## src/rtl/spi_slave_regfile.sv

```systemverilog
// -----------------------------------------------------------------------------
// spi_slave_regfile
//
// SPI target-side register responder. It oversamples spi_clk / sl / mosi in
// the clk40M domain and decodes 40-bit frames of the form
// cmd[7:0], addr[15:0], data[15:0] (MSB first) against a local bank of
// 2**ADDR_W 16-bit registers.
//   cmd 0x01 : WRITE. An in-range address updates the bank and pulses wr_valid.
//   cmd 0x02 : READ. Only recognised when SPI_SLV_READBACK_EN is defined; it
//              returns reg[addr] on miso during bits 24..39.
//   other    : the frame is rejected and err_cnt increments (saturating).
// A frame that ends (sl rises) before 40 bits is aborted and also counted.
//
// Build option: define SPI_SLV_READBACK_EN to build the miso read path.
// Without it, miso is tied low and cmd 0x02 counts as an invalid command.
//
// Ports
//   clk40M   in   sole clock, rising edge
//   rst      in   synchronous active-high reset
//   spi_clk  in   SPI clock (mode 0, idle low), asynchronous
//   sl       in   chip select, active low, asynchronous
//   mosi     in   serial data in, MSB first
//   miso     out  serial data out, registered
//   wr_valid out  one-cycle pulse per committed write
//   wr_addr  out  address of the last committed write
//   wr_data  out  data of the last committed write
//   err_cnt  out  saturating count of rejected frames
// -----------------------------------------------------------------------------
module spi_slave_regfile #(
    parameter int ADDR_W = 8,
    parameter int ERR_W  = 8
) (
    input  logic              clk40M,
    input  logic              rst,
    input  logic              spi_clk,
    input  logic              sl,
    input  logic              mosi,
    output logic              miso,
    output logic              wr_valid,
    output logic [ADDR_W-1:0] wr_addr,
    output logic [15:0]       wr_data,
    output logic [ERR_W-1:0]  err_cnt
);

    localparam int DEPTH = 1 << ADDR_W;

    localparam logic [1:0] ST_IDLE   = 2'd0;
    localparam logic [1:0] ST_SHIFT  = 2'd1;
    localparam logic [1:0] ST_COMMIT = 2'd2;
    localparam logic [1:0] ST_ABORT  = 2'd3;

    localparam logic [5:0] FRAME_BITS    = 6'd40;
    localparam logic [5:0] READ_LOAD_BIT = 6'd24;
    localparam logic [7:0] CMD_WRITE     = 8'h01;
    localparam logic [7:0] CMD_READ      = 8'h02;

`ifdef SPI_SLV_READBACK_EN
    localparam logic READBACK_EN = 1'b1;
`else
    localparam logic READBACK_EN = 1'b0;
`endif

    // An address is in range when no bit at or above ADDR_W is set.
    function automatic logic addr_in_range(input logic [15:0] addr);
        return (addr >> ADDR_W) == 16'd0;
    endfunction

    // Increment that sticks at all-ones.
    function automatic logic [ERR_W-1:0] sat_inc(input logic [ERR_W-1:0] v);
        if (v == {ERR_W{1'b1}}) begin
            return v;
        end else begin
            return v + {{(ERR_W-1){1'b0}}, 1'b1};
        end
    endfunction

    // Synchronizers and edge strobes
    logic [2:0] sclk_sync_q, sclk_sync_d;
    logic [2:0] sl_sync_q,   sl_sync_d;
    logic [1:0] mosi_sync_q, mosi_sync_d;
    logic       sclk_rise_q, sclk_rise_d;
    logic       sclk_fall_q, sclk_fall_d;
    logic       sl_rise_q,   sl_rise_d;
    logic       sl_fall_q,   sl_fall_d;

    // Frame engine
    logic [1:0]        state_q,    state_d;
    logic [5:0]        bit_cnt_q,  bit_cnt_d;
    logic [39:0]       shift_q,    shift_d;
    logic [ERR_W-1:0]  err_cnt_q,  err_cnt_d;
    logic              wr_valid_q, wr_valid_d;
    logic [ADDR_W-1:0] wr_addr_q,  wr_addr_d;
    logic [15:0]       wr_data_q,  wr_data_d;
    logic              mem_we_s;
    logic              sl_low_s;

    logic [7:0]  cmd_s;
    logic [15:0] addr_s;
    logic [15:0] data_s;

    logic [15:0] mem_q [DEPTH];

    assign cmd_s    = shift_q[39:32];
    assign addr_s   = shift_q[31:16];
    assign data_s   = shift_q[15:0];
    // Synchronized chip-select level, aligned with the registered strobes.
    assign sl_low_s = ~sl_sync_q[2];

    // Next-state for the synchronizer chains and edge strobes.
    always_comb begin
        sclk_sync_d = {sclk_sync_q[1:0], spi_clk};
        sl_sync_d   = {sl_sync_q[1:0], sl};
        mosi_sync_d = {mosi_sync_q[0], mosi};
        sclk_rise_d =  sclk_sync_q[1] & ~sclk_sync_q[2];
        sclk_fall_d = ~sclk_sync_q[1] &  sclk_sync_q[2];
        sl_rise_d   =  sl_sync_q[1]   & ~sl_sync_q[2];
        sl_fall_d   = ~sl_sync_q[1]   &  sl_sync_q[2];
    end

    // Synchronizer and strobe flops. Reset to 0 so that a reset taken while
    // sl is low can never fabricate a falling strobe mid-frame.
    always_ff @(posedge clk40M) begin
        if (rst) begin
            sclk_sync_q <= 3'b000;
            sl_sync_q   <= 3'b000;
            mosi_sync_q <= 2'b00;
            sclk_rise_q <= 1'b0;
            sclk_fall_q <= 1'b0;
            sl_rise_q   <= 1'b0;
            sl_fall_q   <= 1'b0;
        end else begin
            sclk_sync_q <= sclk_sync_d;
            sl_sync_q   <= sl_sync_d;
            mosi_sync_q <= mosi_sync_d;
            sclk_rise_q <= sclk_rise_d;
            sclk_fall_q <= sclk_fall_d;
            sl_rise_q   <= sl_rise_d;
            sl_fall_q   <= sl_fall_d;
        end
    end

    // Bit capture, frame FSM and commit decisions.
    always_comb begin
        state_d    = state_q;
        bit_cnt_d  = bit_cnt_q;
        shift_d    = shift_q;
        err_cnt_d  = err_cnt_q;
        wr_valid_d = 1'b0;
        wr_addr_d  = wr_addr_q;
        wr_data_d  = wr_data_q;
        mem_we_s   = 1'b0;

        // A new frame may start in the same cycle as COMMIT/ABORT; the commit
        // below still decodes the old shift_q because it reads the flop value.
        if (sl_fall_q) begin
            bit_cnt_d = 6'd0;
            shift_d   = 40'd0;
        end else if ((state_q == ST_SHIFT) && sclk_rise_q && sl_low_s &&
                     (bit_cnt_q < FRAME_BITS)) begin
            bit_cnt_d = bit_cnt_q + 6'd1;
            shift_d   = {shift_q[38:0], mosi_sync_q[1]};
        end else begin
            bit_cnt_d = bit_cnt_q;
            shift_d   = shift_q;
        end

        case (state_q)
            ST_IDLE: begin
                if (sl_fall_q) begin
                    state_d = ST_SHIFT;
                end else begin
                    state_d = ST_IDLE;
                end
            end
            ST_SHIFT: begin
                if (sl_rise_q) begin
                    if (bit_cnt_q == FRAME_BITS) begin
                        state_d = ST_COMMIT;
                    end else begin
                        state_d = ST_ABORT;
                    end
                end else begin
                    state_d = ST_SHIFT;
                end
            end
            ST_COMMIT: begin
                if (cmd_s == CMD_WRITE) begin
                    // Out-of-range writes are dropped without counting.
                    if (addr_in_range(addr_s)) begin
                        mem_we_s   = 1'b1;
                        wr_valid_d = 1'b1;
                        wr_addr_d  = addr_s[ADDR_W-1:0];
                        wr_data_d  = data_s;
                    end else begin
                        mem_we_s   = 1'b0;
                    end
                end else if (READBACK_EN && (cmd_s == CMD_READ)) begin
                    err_cnt_d = err_cnt_q;
                end else begin
                    err_cnt_d = sat_inc(err_cnt_q);
                end
                if (sl_fall_q) begin
                    state_d = ST_SHIFT;
                end else begin
                    state_d = ST_IDLE;
                end
            end
            ST_ABORT: begin
                err_cnt_d = sat_inc(err_cnt_q);
                if (sl_fall_q) begin
                    state_d = ST_SHIFT;
                end else begin
                    state_d = ST_IDLE;
                end
            end
            default: begin
                state_d = ST_IDLE;
            end
        endcase
    end

    // Frame engine and write-port flops.
    always_ff @(posedge clk40M) begin
        if (rst) begin
            state_q    <= ST_IDLE;
            bit_cnt_q  <= 6'd0;
            shift_q    <= 40'd0;
            err_cnt_q  <= {ERR_W{1'b0}};
            wr_valid_q <= 1'b0;
            wr_addr_q  <= {ADDR_W{1'b0}};
            wr_data_q  <= 16'h0000;
        end else begin
            state_q    <= state_d;
            bit_cnt_q  <= bit_cnt_d;
            shift_q    <= shift_d;
            err_cnt_q  <= err_cnt_d;
            wr_valid_q <= wr_valid_d;
            wr_addr_q  <= wr_addr_d;
            wr_data_q  <= wr_data_d;
        end
    end

    // Register bank; the write lands together with the wr_valid pulse.
    always_ff @(posedge clk40M) begin
        if (rst) begin
            for (int i = 0; i < DEPTH; i++) begin
                mem_q[i] <= 16'h0000;
            end
        end else if (mem_we_s) begin
            mem_q[addr_s[ADDR_W-1:0]] <= data_s;
        end
    end

`ifdef SPI_SLV_READBACK_EN
    logic [15:0] out_sr_q, out_sr_d;
    logic        miso_q,   miso_d;
    logic [15:0] load_val_s;

    // Read data for the address just received (bits 15:0 of the 24 bits in).
    assign load_val_s = addr_in_range(shift_q[15:0]) ?
                        mem_q[shift_q[ADDR_W-1:0]] : 16'h0000;

    // Output shifter: load after bit 24, shift on each later spi_clk fall.
    // The synchronized sl level clears it early so miso idles within 3 cycles.
    always_comb begin
        out_sr_d = out_sr_q;
        miso_d   = miso_q;
        if (sl_sync_q[1]) begin
            out_sr_d = 16'h0000;
            miso_d   = 1'b0;
        end else if ((state_q == ST_SHIFT) && sclk_fall_q &&
                     (bit_cnt_q == READ_LOAD_BIT) &&
                     (shift_q[23:16] == CMD_READ)) begin
            out_sr_d = load_val_s;
            miso_d   = load_val_s[15];
        end else if (sclk_fall_q) begin
            out_sr_d = {out_sr_q[14:0], 1'b0};
            miso_d   = out_sr_q[14];
        end else begin
            out_sr_d = out_sr_q;
            miso_d   = miso_q;
        end
    end

    // Output shifter flops.
    always_ff @(posedge clk40M) begin
        if (rst) begin
            out_sr_q <= 16'h0000;
            miso_q   <= 1'b0;
        end else begin
            out_sr_q <= out_sr_d;
            miso_q   <= miso_d;
        end
    end

    assign miso = miso_q;
`else
    logic unused_s;

    // Nothing reads the bank or the falling strobe in this build; fold them
    // into a sink so they are visibly consumed.
    always_comb begin
        unused_s = sclk_fall_q;
        for (int i = 0; i < DEPTH; i++) begin
            unused_s = unused_s ^ (^mem_q[i]);
        end
    end

    assign miso = 1'b0;
`endif

    assign wr_valid = wr_valid_q;
    assign wr_addr  = wr_addr_q;
    assign wr_data  = wr_data_q;
    assign err_cnt  = err_cnt_q;

endmodule

```

## config.mk

```make
export PLATFORM = sky130hd
export DESIGN_NAME = spi_slave_regfile
export DESIGN_NICKNAME = d
export VERILOG_FILES = /design/src/rtl/spi_slave_regfile.sv
export SDC_FILE = /design/constraint.sdc
export NUM_CORES = 1
export LEC_CHECK = 0
export ABC_AREA = 0
export BUFFER_PORTS_ARGS = -buffer_cell sky130_fd_sc_hd__clkbuf_2
export CORE_ASPECT_RATIO = 1.5
export CORE_MARGIN = 2
export CORE_UTILIZATION = 45
export CTS_BUF_LIST = sky130_fd_sc_hd__clkbuf_8
export DETAILED_ROUTE_END_ITERATION = 10
export PLACE_DENSITY_LB_ADDON = 0.2
export SLEW_MARGIN = 10
export SYNTH_ARGS = -nofsm -noshare
export SYNTH_HDL_FRONTEND = slang
export SYNTH_SLANG_ARGS = --single-unit
export TNS_END_PERCENT = 100
```

## constraint.sdc

```tcl
create_clock -name clk40M -period 3.8 [get_ports clk40M]
set_input_delay 0.19 -clock clk40M [delete_from_list [all_inputs] [get_ports clk40M]]
set_output_delay 0.19 -clock clk40M [all_outputs]
set_load 0.01 [all_outputs]
```

## Yosys cells after proc, flatten, opt, wreduce, memory -nomap -nowiden

Cells that the tools add are included.

| word-level totals | value |
|---|---|
| bits of input ports | 5 |
| logic and storage cells | 50 |
| output and inout port bits | 34 |
| bits in registers | 92 |

| operators by class | value |
|---|---|
| bitwise gates (word level) | 8 |
| eq/ne operators | 7 |
| add/subtract/negate cells | 2 |
| reductions and logical operators | 11 |
| muxes and demuxes | 8 |
| $lt $le $gt $ge | 1 |

Operators by type and width:

| kind | count |
|---|---|
| $logic_not A16 Y1 | 1 |
| $mux W8 | 2 |
| $pmux W8 S2 | 1 |
| $add A8 B1 Y8 const B | 1 |
| $eq A8 B1 Y1 const B | 1 |
| $eq A8 B8 Y1 const B | 1 |
| $add A6 B1 Y6 const B | 1 |
| $eq A6 B6 Y1 const B | 1 |
| $lt A6 B6 Y1 const B | 1 |
| $reduce_or A3 Y1 | 2 |
| $not A1 Y1 | 5 |
| $eq A2 B2 Y1 const B | 2 |
| $pmux W2 S2 | 1 |
| $and A1 B1 Y1 | 3 |
| $logic_and A1 B1 Y1 | 3 |
| $mux W1 | 3 |
| $reduce_and A3 Y1 | 1 |
| $eq A2 B1 Y1 const B | 1 |
| $logic_not A2 Y1 | 1 |
| $mux W2 | 1 |
| $ne A2 B2 Y1 const B | 1 |
| $reduce_and A2 Y1 | 1 |
| $reduce_bool A2 Y1 | 1 |
| $reduce_or A2 Y1 | 1 |

## Logic depth before layout (Yosys ltp)

| depth | value |
|---|---|
| depth after elaboration | 4 |
| depth in mapped cells | 9 |
| depth with buffers taken out | 6 |

## Worst setup path after synthesis

Ideal clock, no wire load.

| timing path | value |
|---|---|
| path kind | flip-flop to flip-flop |
| start | register state_q[0] |
| end | register err_cnt_q[2], in the netlist err_cnt[2] |
| cell stages (with the launch flop) | 8 |
| setup slack | 1.973 ns |
| data required time | 3.679 ns |
| arrival time | 1.706 ns |
| buffers on the path | 1 |
| library setup time | 0.121 ns |
| cells stage by stage | dfxtp_1 inv_1 ha_1 nor2b_4 and4_1 buf_6 nor4b_1 mux2_2 |

| between the ends | value |
|---|---|
| word-level cells in the longest chain between the ends | 3 |
| elaborated cells between the ends (all ways) | 6 |
| those cells by class | 3 x eq/ne; 1 x mux; 2 x reduce/logical |

RTL lines:

| what | line | source |
|---|---|---|
| start: declaration | 87 | `logic [1:0] state_q, state_d;` |
| start signal: assignment | 233 | `state_q <= state_d;` |
| $eq A2 B2 Y1 | 167 | `case (state_q)` |
| $ne A2 B2 Y1 (no line) or $reduce_bool A2 Y1 (tied branches) | n/a |  |
| $reduce_and A2 Y1 (no line) | n/a |  |
| end signal: assignment | 228 | `err_cnt_q <= {ERR_W{1'b0}};` |
| end signal: assignment | 236 | `err_cnt_q <= err_cnt_d;` |
| end: declaration | 90 | `logic [ERR_W-1:0] err_cnt_q, err_cnt_d;` |

Several ways; a longest one is shown, not always the timed one.
A chain may end at the register's enable or synchronous reset.

## Worst setup path in the final report

| timing path | value |
|---|---|
| start | register state_q[0] |
| end | register err_cnt_q[4], in the netlist err_cnt[4] |

Same word-level chain as after synthesis.

==> flow_summary.json <==
{
  "finalCritPeriodShare_pct": 62.6,
  "routed-via-count": 2850,
  "dp_hpwl_um": 4600,
  "utilization_pct": 51.5,
  "drt_iter0_markers": 146,
  "drive_gt1_share_pct": 14.3,
  "htreeDepth": 3,
  "ys_ff_latch": 92,
  "avgRoutedWirePerCell_um": 13.2,
  "hp-class": "in -> reg",
  "die_w_um": 76.4,
  "r2r-end": "err_cnt[4]",
  "placed_cells": 526,
  "drc": 0,
  "post_cts_buffers": 0,
  "synth_top_flop_cell": "dfxtp_1",
  "timing.fmax_mhz": 421,
  "fill_cells": 776,
  "cp_max_fo": 25,
  "fin_ws_ps": 1420,
  "synth_top_area_cell": "dfxtp_1",
  "drt_first_pass_iters": 4,
  "clk_pin_slew_ps": 80,
  "fin_skew_ps": 9.88,
  "end_kind": "flip-flop",
  "syn_inst": 414,
  "syn_area_sq_mm": 0.00353,
  "rrSetupSlack_ps": 1420,
  "grt_overflow": 0,
  "routed_wl_um": 7140,
  "synth_edf_count": 0,
  "setup_viol": 0,
  "clk_latency_ps": 360,
  "min_to": "mosi_sync_q[0]",
  "synth_common_cells": "dfxtp_1 (92), nand2_1 (87), a21oi_1 (70)",
  "worstPathArrival_ps": 2640,
  "rows": 39,
  "cts_tree": "yes",
  "status": "finished clean",
  "power_density_mw_per_mm2": 428,
  "crit_type": "reg -> reg",
  "synth_top_area_share_pct": 52.1,
  "hold_buffers": 0,
  "start_util_pct": 46.4,
  "fin_tns_setup_ps": 0,
  "async_flop_share_pct": 0,
  "clock-sinks": 92,
  "synth.most_common_cell": "dfxtp_1",
  "min-delay-start": "mosi",
  "io_pins": 39,
  "synthToLayoutAreaGrowth_pct": 11.0,
  "nets": 447,
  "synth_fp_nets": 426,
  "clk_path_buf_depth": 2,
  "grt_pass1_vias": 2678,
  "die_area_sq_mm": 0.00859,
  "rsz0062_at_grt": "false",
  "cts_root_buffer": "clkbuf_8",
  "ir_drop_v": 0.000268,
  "die_h_um": 113,
  "max-slew-margin-rel_pct": 35.2,
  "rr_worst_depth": 7,
  "via_per_inst": 5.26,
  "drtAntennaViolNets": 0,
  "period_minus_slack_ps": 2380,
  "p_leak_uw": 0.00139,
  "critPathLaunchType": "flip-flop",
  "cp.required_ps": 4060,
  "routabilityCongestion": 0.731,
  "synth_area_leaders": "dfxtp_1 (52%), a21oi_1 (9.9%), nand2_1 (9.2%), o21ai_0 (4.0%), nand3_1 (3.8%)",
  "yosysSeqAreaShare_pct": 52.1,
  "slew_viol_final": 0,
  "grt_max_degree": 49,
  "hold_violations": 0,
  "design.core.area_sq_mm": 0.00761,
  "syn_avg_cell_area_sq_um": 8.53,
  "dp_slack_ps": 1440,
  "worstMarginPinSlew_ps": 970,
  "port_buffers": 37,
  "track_usage_pct": 17.4,
  "maxCapViolCount": 0,
  "min_path_cells": 2,
  "cts_resized": 0,
  "yosys_warnings": 0,
  "instances_no_fill": 542,
  "r2r_start": "state_q[0]",
  "grt_pass1_wl_um": 12000,
  "cts_buffers": 9,
  "antenna_cells": 0,
  "ys_types": 36,
  "antenna_found_initial": 0
}
registers in the layout, summed over array words and instances, names as in the netlist:
register     cells
shift_q         40
wr_data         16
err_cnt          8
wr_addr          8
bit_cnt_q        6
sclk_sync_q      3
sl_sync_q        3
mosi_sync_q      2
state_q          2
sclk_rise_q      1
sl_fall_q        1
sl_rise_q        1
wr_valid         1
worst max-delay path by stage:
stage / from / cells after the start / slack [ps] / end
finish: state_q[0] / 7 / 1420 / err_cnt[4]
global route: state_q[0] / 7 / 1220 / err_cnt[6]
CTS: state_q[0] / 7 / 1420 / err_cnt[4]
detailed placement: state_q[0] / 7 / 1440 / err_cnt[4]
global placement: state_q[0] / 7 / 1500 / err_cnt[4]
floorplan: state_q[0] / 7 / 1970 / err_cnt[2]
per-layer routing:
layer	routed length, um	global-route usage (%)	part of all wire, %	up-vias
li1	-	-	-	1451
met1	3160	19.8	44	1336
met2	3590	30.3	50	49
met3	220	4.50	3.1	14
met4	161	8.61	2.3	0
met5	0	0	0	-
cells by family (layout without fill, tap and decap cells):
family / count (synthesis) / after routing / synth area share [%]
other: 1 / 1 / 0.106
xor gates and xnor gates: 4 / 4 / 0.992
and+or+nand+nor: 168 / 168 / 22.8
AOI/OAI and AO/OA: 104 / 104 / 15.3
buffers and inverters: 35 / 61 / 5.17
DFF: 92 / 92 / 52.1
adders and majority gates: 7 / 7 / 2.48
muxes: 3 / 3 / 0.956
cell usage in the layout (no fill, tap or decap), types with 2 or more instances in the layout:
cell	n
a21oi_1	70
and2_1	4
and4_1	2
buf_4	4
clkbuf_2	37
clkbuf_8	12
dfxtp_1	92
ha_1	7
inv_1	5
mux2_2	3
nand2_1	87
nand3_1	27
nand4_1	5
nor2_1	12
nor2b_1	13
nor4_1	4
nor4b_1	2
o21ai_0	28
o31ai_1	4
or4_1	3
xor2_1	3
metrics by stage:
step	power [uW]	area, sq um	hold slack (ps)
final	1680	3920	37.9
after global routing	1750	3920	25.1
after global placement	1020	3710	374
after detailed placement	1020	3710	390
after floorplan	1010	3530	318
after CTS	1700	3920	27.1
critical path, cell delays in order (launching register included):
cell and delay (ps):
dfxtp_1 390, inv_1 70, ha_1 240, nor2b_4 140, and4_1 460, buf_4 310, nor4_1 300, mux2_2 360
power breakdown:
part | total (uW) | internal [uW] | switching (uW)
sequential | 969 | 967 | 1.57
clock | 684 | 356 | 328
combinational | 24.6 | 6.10 | 18.5
layout make-up:
type | instances | area, sq um | area share [%]
Multi-Input combinational cell | 287 | 1510 | 38.5
Clock buffer | 12 | 165 | 4.21
Clock inverter | 4 | 47.5 | 1.21
Sequential cell | 92 | 1840 | 47.0
Timing Repair Buffer | 41 | 215 | 5.49
Inverter | 4 | 15.0 | 0.383
Tap cell | 102 | 128 | 3.25
No activity file was read; power rests on OpenSTA's default activity.
